<file path="config.mk">
export PLATFORM = sky130hd
export DESIGN_NAME = bitty_param_core_flat
export DESIGN_NICKNAME = d
export VERILOG_FILES = /design/src/rtl/bitty_param_pkg.sv /design/src/rtl/bitty_param_if.sv /design/src/rtl/bitty_alu_p.sv /design/src/rtl/bitty_param_core.sv /design/src/flat_wrapper.sv
export SDC_FILE = /design/constraint.sdc
export NUM_CORES = 1
export LEC_CHECK = 0
export ABC_CLOCK_PERIOD_IN_PS = 13850
export BUFFER_PORTS_ARGS = -buffer_cell sky130_fd_sc_hd__clkbuf_2
export CAP_MARGIN = 10
export CORE_ASPECT_RATIO = 1.5
export CORE_UTILIZATION = 50
export DETAILED_ROUTE_END_ITERATION = 8
export PLACE_DENSITY = 0.67
export SETUP_SLACK_MARGIN = 0.2
export SYNTH_ARGS = -nofsm -noshare
export SYNTH_HDL_FRONTEND = slang
export SYNTH_SLANG_ARGS = --single-unit
</file>
<file path="constraint.sdc">
create_clock -name clk -period 13.85 [get_ports clk]
set_clock_uncertainty 0.05 [all_clocks]
set_input_delay 2.0775 -clock clk [delete_from_list [all_inputs] [get_ports clk]]
set_output_delay 2.0775 -clock clk [all_outputs]
set_load 0.03 [all_outputs]
</file>
<file path="src/rtl/bitty_param_pkg.sv">
// bitty_param_pkg: shared state, op-code, format and compare-result definitions
package bitty_param_pkg;

    typedef enum logic [1:0] {ST_IDLE, ST_LOAD, ST_EXEC, ST_WB} state_t;

    typedef enum logic [3:0] {
        OP_ADD = 4'd0,
        OP_SUB = 4'd1,
        OP_AND = 4'd2,
        OP_OR  = 4'd3,
        OP_XOR = 4'd4,
        OP_SHL = 4'd5,
        OP_SHR = 4'd6,
        OP_CMP = 4'd7
    } op_t;

    localparam logic [1:0] FMT_RR  = 2'b00;
    localparam logic [1:0] FMT_IMM = 2'b01;

    localparam logic [1:0] CMP_EQ = 2'd0;
    localparam logic [1:0] CMP_GT = 2'd1;
    localparam logic [1:0] CMP_LT = 2'd2;

endpackage

</file>
<file path="src/rtl/bitty_param_if.sv">
// bitty_param_if: instruction offer/accept handshake between issuer and core
interface bitty_param_if;
    logic [15:0] instr;
    logic        instr_valid;
    logic        instr_ready;

    modport master (output instr, output instr_valid, input instr_ready);
    modport slave  (input instr, input instr_valid, output instr_ready);
endinterface

</file>
<file path="src/rtl/bitty_alu_p.sv">
// bitty_alu_p: combinational ALU; carry is the add carry-out or the sub borrow
module bitty_alu_p
    import bitty_param_pkg::*;
#(
    parameter int WIDTH = 16
) (
    input  logic [WIDTH-1:0] a,
    input  logic [WIDTH-1:0] b,
    input  logic [3:0]       op,
    output logic [WIDTH-1:0] result,
    output logic             carry,
    output logic             illegal
);
    localparam int SW = $clog2(WIDTH);

    logic [WIDTH:0]  sum;
    logic [WIDTH:0]  diff;
    logic [SW-1:0]   sh;

    // Compute all candidate results and select by op; op 8..15 is flagged illegal
    always_comb begin
        sum     = {1'b0, a} + {1'b0, b};
        diff    = {1'b0, a} - {1'b0, b};
        sh      = b[SW-1:0];
        illegal = op[3];
        carry   = (op == OP_SUB) ? diff[WIDTH] : sum[WIDTH];
        case (op)
            OP_ADD:  result = sum[WIDTH-1:0];
            OP_SUB:  result = diff[WIDTH-1:0];
            OP_AND:  result = a & b;
            OP_OR:   result = a | b;
            OP_XOR:  result = a ^ b;
            OP_SHL:  result = a << sh;
            OP_SHR:  result = a >> sh;
            OP_CMP:  result = (a == b) ? WIDTH'(CMP_EQ) : (a > b) ? WIDTH'(CMP_GT) : WIDTH'(CMP_LT);
            default: result = '0;
        endcase
    end
endmodule

</file>
<file path="src/rtl/bitty_param_core.sv">
// bitty_param_core: four-state (IDLE/LOAD/EXEC/WB) register-machine core
module bitty_param_core
    import bitty_param_pkg::*;
#(
    parameter  int WIDTH = 16,
    parameter  int NREGS = 8,
    localparam int RW    = $clog2(NREGS)
) (
    input  logic             clk,
    input  logic             reset,
    bitty_param_if.slave     bus,
    input  logic             init_en,
    input  logic [RW-1:0]    init_addr,
    input  logic [WIDTH-1:0] init_data,
    input  logic [RW-1:0]    dbg_addr,
    output logic [WIDTH-1:0] dbg_data,
    output logic             done,
    output logic             err,
    output logic             carry,
    output logic             busy
);
    state_t           state_q, state_d;
    logic [15:0]      ir_q, ir_d;
    logic [WIDTH-1:0] regs_q [NREGS];
    logic [WIDTH-1:0] regs_d [NREGS];
    logic [WIDTH-1:0] s_q, s_d, b_q, b_d, c_q, c_d;
    logic [3:0]       op_q, op_d;
    logic             ill_q, ill_d, cout_q, cout_d, carry_q, carry_d;
    logic             done_q, done_d, err_q, err_d, busy_q, busy_d;

    logic [RW-1:0]    rx, ry;
    logic [1:0]       fmt;
    logic [WIDTH-1:0] imm, alu_res;
    logic             alu_cout, alu_ill;

    assign rx  = ir_q[13 +: RW];
    assign ry  = ir_q[10 +: RW];
    assign fmt = ir_q[1:0];
    assign imm = WIDTH'(ir_q[12:5]);

    assign bus.instr_ready = (state_q == ST_IDLE) && !init_en;
    assign dbg_data        = regs_q[dbg_addr];
    assign done            = done_q;
    assign err             = err_q;
    assign carry           = carry_q;
    assign busy            = busy_q;

    bitty_alu_p #(.WIDTH(WIDTH)) u_alu (
        .a       (s_q),
        .b       (b_q),
        .op      (op_q),
        .result  (alu_res),
        .carry   (alu_cout),
        .illegal (alu_ill)
    );

    // Next-state logic: preload/accept in IDLE, operand fetch in LOAD, ALU capture in EXEC, commit in WB
    always_comb begin
        state_d = state_q;
        ir_d    = ir_q;
        regs_d  = regs_q;
        s_d     = s_q;
        b_d     = b_q;
        c_d     = c_q;
        op_d    = op_q;
        ill_d   = ill_q;
        cout_d  = cout_q;
        carry_d = carry_q;
        done_d  = 1'b0;
        err_d   = 1'b0;
        case (state_q)
            ST_IDLE: begin
                if (init_en)
                    regs_d[init_addr] = init_data;
                else if (bus.instr_valid) begin
                    ir_d    = bus.instr;
                    state_d = ST_LOAD;
                end
            end
            ST_LOAD: begin
                s_d     = regs_q[rx];
                b_d     = (fmt == FMT_IMM) ? imm : regs_q[ry];
                op_d    = (fmt == FMT_IMM) ? {1'b0, ir_q[4:2]} : ir_q[5:2];
                ill_d   = fmt[1];
                state_d = ST_EXEC;
            end
            ST_EXEC: begin
                c_d     = alu_res;
                cout_d  = alu_cout;
                ill_d   = ill_q | alu_ill;
                done_d  = 1'b1;
                err_d   = ill_q | alu_ill;
                state_d = ST_WB;
            end
            default: begin
                if (!ill_q) begin
                    regs_d[rx] = c_q;
                    carry_d    = (op_q == OP_ADD || op_q == OP_SUB) ? cout_q : carry_q;
                end
                state_d = ST_IDLE;
            end
        endcase
        busy_d = (state_d != ST_IDLE);
    end

    // State and registered outputs; asynchronous reset aborts any instruction in flight
    always_ff @(posedge clk or posedge reset) begin
        if (reset) begin
            state_q <= ST_IDLE;
            ir_q    <= '0;
            regs_q  <= '{default: '0};
            s_q     <= '0;
            b_q     <= '0;
            c_q     <= '0;
            op_q    <= '0;
            ill_q   <= 1'b0;
            cout_q  <= 1'b0;
            carry_q <= 1'b0;
            done_q  <= 1'b0;
            err_q   <= 1'b0;
            busy_q  <= 1'b0;
        end else begin
            state_q <= state_d;
            ir_q    <= ir_d;
            regs_q  <= regs_d;
            s_q     <= s_d;
            b_q     <= b_d;
            c_q     <= c_d;
            op_q    <= op_d;
            ill_q   <= ill_d;
            cout_q  <= cout_d;
            carry_q <= carry_d;
            done_q  <= done_d;
            err_q   <= err_d;
            busy_q  <= busy_d;
        end
    end
endmodule

</file>
<file path="src/flat_wrapper.sv">
// flat-port wrapper written by rule: the top's interface ports become plain ports
module bitty_param_core_flat import bitty_param_pkg::*;
#(
    parameter  int WIDTH = 16,
    parameter  int NREGS = 8,
    localparam int RW    = $clog2(NREGS)
)
  (clk, reset, init_en, init_addr, init_data, dbg_addr, dbg_data, done, err, carry, busy, bus_instr, bus_instr_valid, bus_instr_ready);
  bitty_param_if bus_i ();
  input  logic clk;
  input  logic reset;
  input  logic init_en;
  input  logic [RW-1:0] init_addr;
  input  logic [WIDTH-1:0] init_data;
  input  logic [RW-1:0] dbg_addr;
  output logic [WIDTH-1:0] dbg_data;
  output logic done;
  output logic err;
  output logic carry;
  output logic busy;
  input wire logic [$bits(bus_i.instr)-1:0] bus_instr;
  input wire logic [$bits(bus_i.instr_valid)-1:0] bus_instr_valid;
  output wire logic [$bits(bus_i.instr_ready)-1:0] bus_instr_ready;
  assign bus_i.instr = bus_instr;
  assign bus_i.instr_valid = bus_instr_valid;
  assign bus_instr_ready = bus_i.instr_ready;
  bitty_param_core #(.WIDTH(WIDTH), .NREGS(NREGS)) u_core (.clk(clk), .reset(reset), .bus(bus_i), .init_en(init_en), .init_addr(init_addr), .init_data(init_data), .dbg_addr(dbg_addr), .dbg_data(dbg_data), .done(done), .err(err), .carry(carry), .busy(busy));
endmodule
</file>
==> out/qor.csv <==
metric,value,unit
status,finished clean,
io_buffers,62,
cts_tree,done,
vias,15000,
cts-root-buf,clkbuf_16,
nFillCells,2914,
vias_per_cell,7.08,
numCtsBuffers,23,
cpMaxStageDelayCell,mux4_2,
leakage,0.00678,uW
critical_path_class,in2out,
drtIter0Drc,1766,
grt_max_degree,71,
critical_path_arrival,3.85,ns
dpl.hpwl,40500,um
yosys-top-cells-count,"nor2_1 (210), dfrtp_1 (204), a21oi_1 (186), a22oi_1 (146), clkbuf_1 (110)",
fin_nets,1804,
ys.flop_type,dfrtp_1,
rows,79,
die_x,147,um
core_region_area,31000,sq um
synth_area,15800,sq um
critPathCaptureType,primary output,
maxCapViolCount,0,
cts_max_path_buffers,3,
drv_slew,0,
slew_headroom,0.238,
htreeDepth,1,
start_kind,primary input,
worstHoldPathType,reg2reg,
die_h,220,um
cp_num_buf_inv,3,
dieArea,32300,sq um
crit_family,multiplexers,
grt_overflow,0,
grt_pass1_vias,14600,
synthTopCellsByArea,"dfrtp_1 (32%), mux4_2 (10%), a22oi_1 (6.9%)",
crit_fanout,32,
totalWireLength,60200,um
finalSetupTns,0,ns
grt_setup_unrepaired,false,
r2r_slack,9.89,ns
synth_top_area_share,0.323,
synth_top_area_cell,dfrtp_1,
fmax,0.167,GHz
regArea,5110,sq um
wl_per_cell,28.3,um
synth-edff-count,0,
synthArstFlopShare,1.00,
insertedDiodeCount,0,
initial_core_util,0.509,
ant_nets,0,
peakVddDrop,0.188,mV
syn-instance-count,1756,
hold_viol,0,
cts_sinks,204,
cts_setup_buffers,0,
area_growth_syn_to_layout,7.53,%
max_slew.worst_pin.slew,1.14,ns
drive_gt1_frac,0.180,
yosysSeqAreaShare,0.323,
worstPathCellList,"clkbuf_2, buf_4, mux4_2, mux2_2, clkbuf_2",
critPathMaxStageDelay,0.60,ns
synth_seq_cells,204,
ctsResizeCount,0,
yosysUniqueCellTypes,73,
drtPass1Iterations,5,
io_pins,63,
grt_pass1_wl,90500,um
finalCriticalPeriod,5.97,ns
hold_buffers,0,
setup_viol,0,
worstPathRequired,11.72,ns
syn-mean-instance-area,9.00,sq um
holdWs,0.457,ns
yosysMostFrequentCell,nor2_1,
syn_nets,1855,
track_usage,0.376,
drc,0,
multi_input_area,9740,sq um
routabilityCongestion,0.981,
cts.clk_slew.worst_paths,0.06,ns
clk_latency,0.55,ns
crit_path_frequent_cell,clkbuf_2,
p_per_area,298,nW/um^2
antenna_found_initial,0,
finalCritPeriodShare,0.431,
ys_warn_count,0,
==> layout make-up <==
type,instances,share of cell area
inverters,70,0.0161
flip-flops and latches,204,0.301
well taps,405,0.0298
clock buffers,31,0.0392
repair buffers,101,0.0355
multi-input cells,1305,0.573
clock inverters,8,0.00567
==> worst reg2reg max path: cells and delay by family, from the launching register on <==
kind | cells | cell delay (ns)
AO/OA/AOI/OAI | 3 | 0.84
adder cells (fa/ha/maj) | 1 | 0.42
buffers and inverters | 2 | 0.83
flip-flops | 1 | 0.32
AND/OR/NAND/NOR | 4 | 1.45
==> worst paths after layout <==
check	startpoint	endpoint	cells past startpoint
max	dbg_addr[0]	dbg_data[10]	5
min reg2reg	u_core.ir_q[7]	u_core.ir_q[7]	1
max in group asynchronous	reset	u_core.ir_q[10]	3
min in group asynchronous	reset	u_core.c_q[11]	2
min	u_core.ir_q[7]	u_core.ir_q[7]	1
max reg2reg	u_core.b_q[2]	u_core.c_q[1]	10
==> registers in the layout, indices dropped and copies added (netlist names), 2 cells and up <==
name,count
u_core.b_q,16
u_core.c_q,16
u_core.ir_q,16
u_core.op_q,4
u_core.regs_q,128
u_core.s_q,16
u_core.state_q,2
==> per-stage QoR <==
step,util,worst slack [ns],total power [uW],instance area (sq um),cells
finish,0.547,7.88,5060,17000,2124
global route,0.547,7.80,5330,17000,2124
CTS,0.547,7.88,4960,17000,2124
detailed placement,0.523,7.88,4320,16200,2085
global placement,0.523,7.92,4260,16200,2085
floorplan,-,6.16,3400,15800,1756
==> cells by family after synthesis <==
| kind of cell | share of synthesized area |
|---|---|
| AOI/OAI and AO/OA | 0.233 |
| and+or+nand+nor | 0.135 |
| buffers and inverters | 0.0650 |
| muxes | 0.192 |
| DFF | 0.323 |
| adders and majority gates | 0.0461 |
| xor gates and xnor gates | 0.00665 |
==> cell usage in the layout, fill, tap and decap left out, types with 6 or more instances in the layout <==
cell type and n:
nand3_1 20, a211oi_1 20, nor2b_1 30, a221oi_1 14, and2_1 27, nor3b_1 10
buf_4 39, nor3_1 24, nor4_1 6, nand2b_1 9, a31oi_1 18, mux4_2 71
dfrtp_1 200, ha_1 54, o22ai_1 26, nor2_1 207, mux2i_1 73, nand2_1 88
mux2_2 62, a22oi_1 146, o21ai_0 87, inv_1 68, a21oi_1 186, clkbuf_8 6
xnor2_1 10, o211ai_1 16, clkbuf_2 62, clkbuf_16 23
==> where the power goes <==
part	switching [uW]	internal [uW]
Combinational	1940	1190
Sequential	396	897
Clock	265	373
==> per-layer routing <==
layer	track usage	part of all wire
met1	0.436	0.35
met2	0.631	0.48
met3	0.0681	0.095
met4	0.255	0.074
met5	0.00469	0
(Power assumes the default switching activity.)
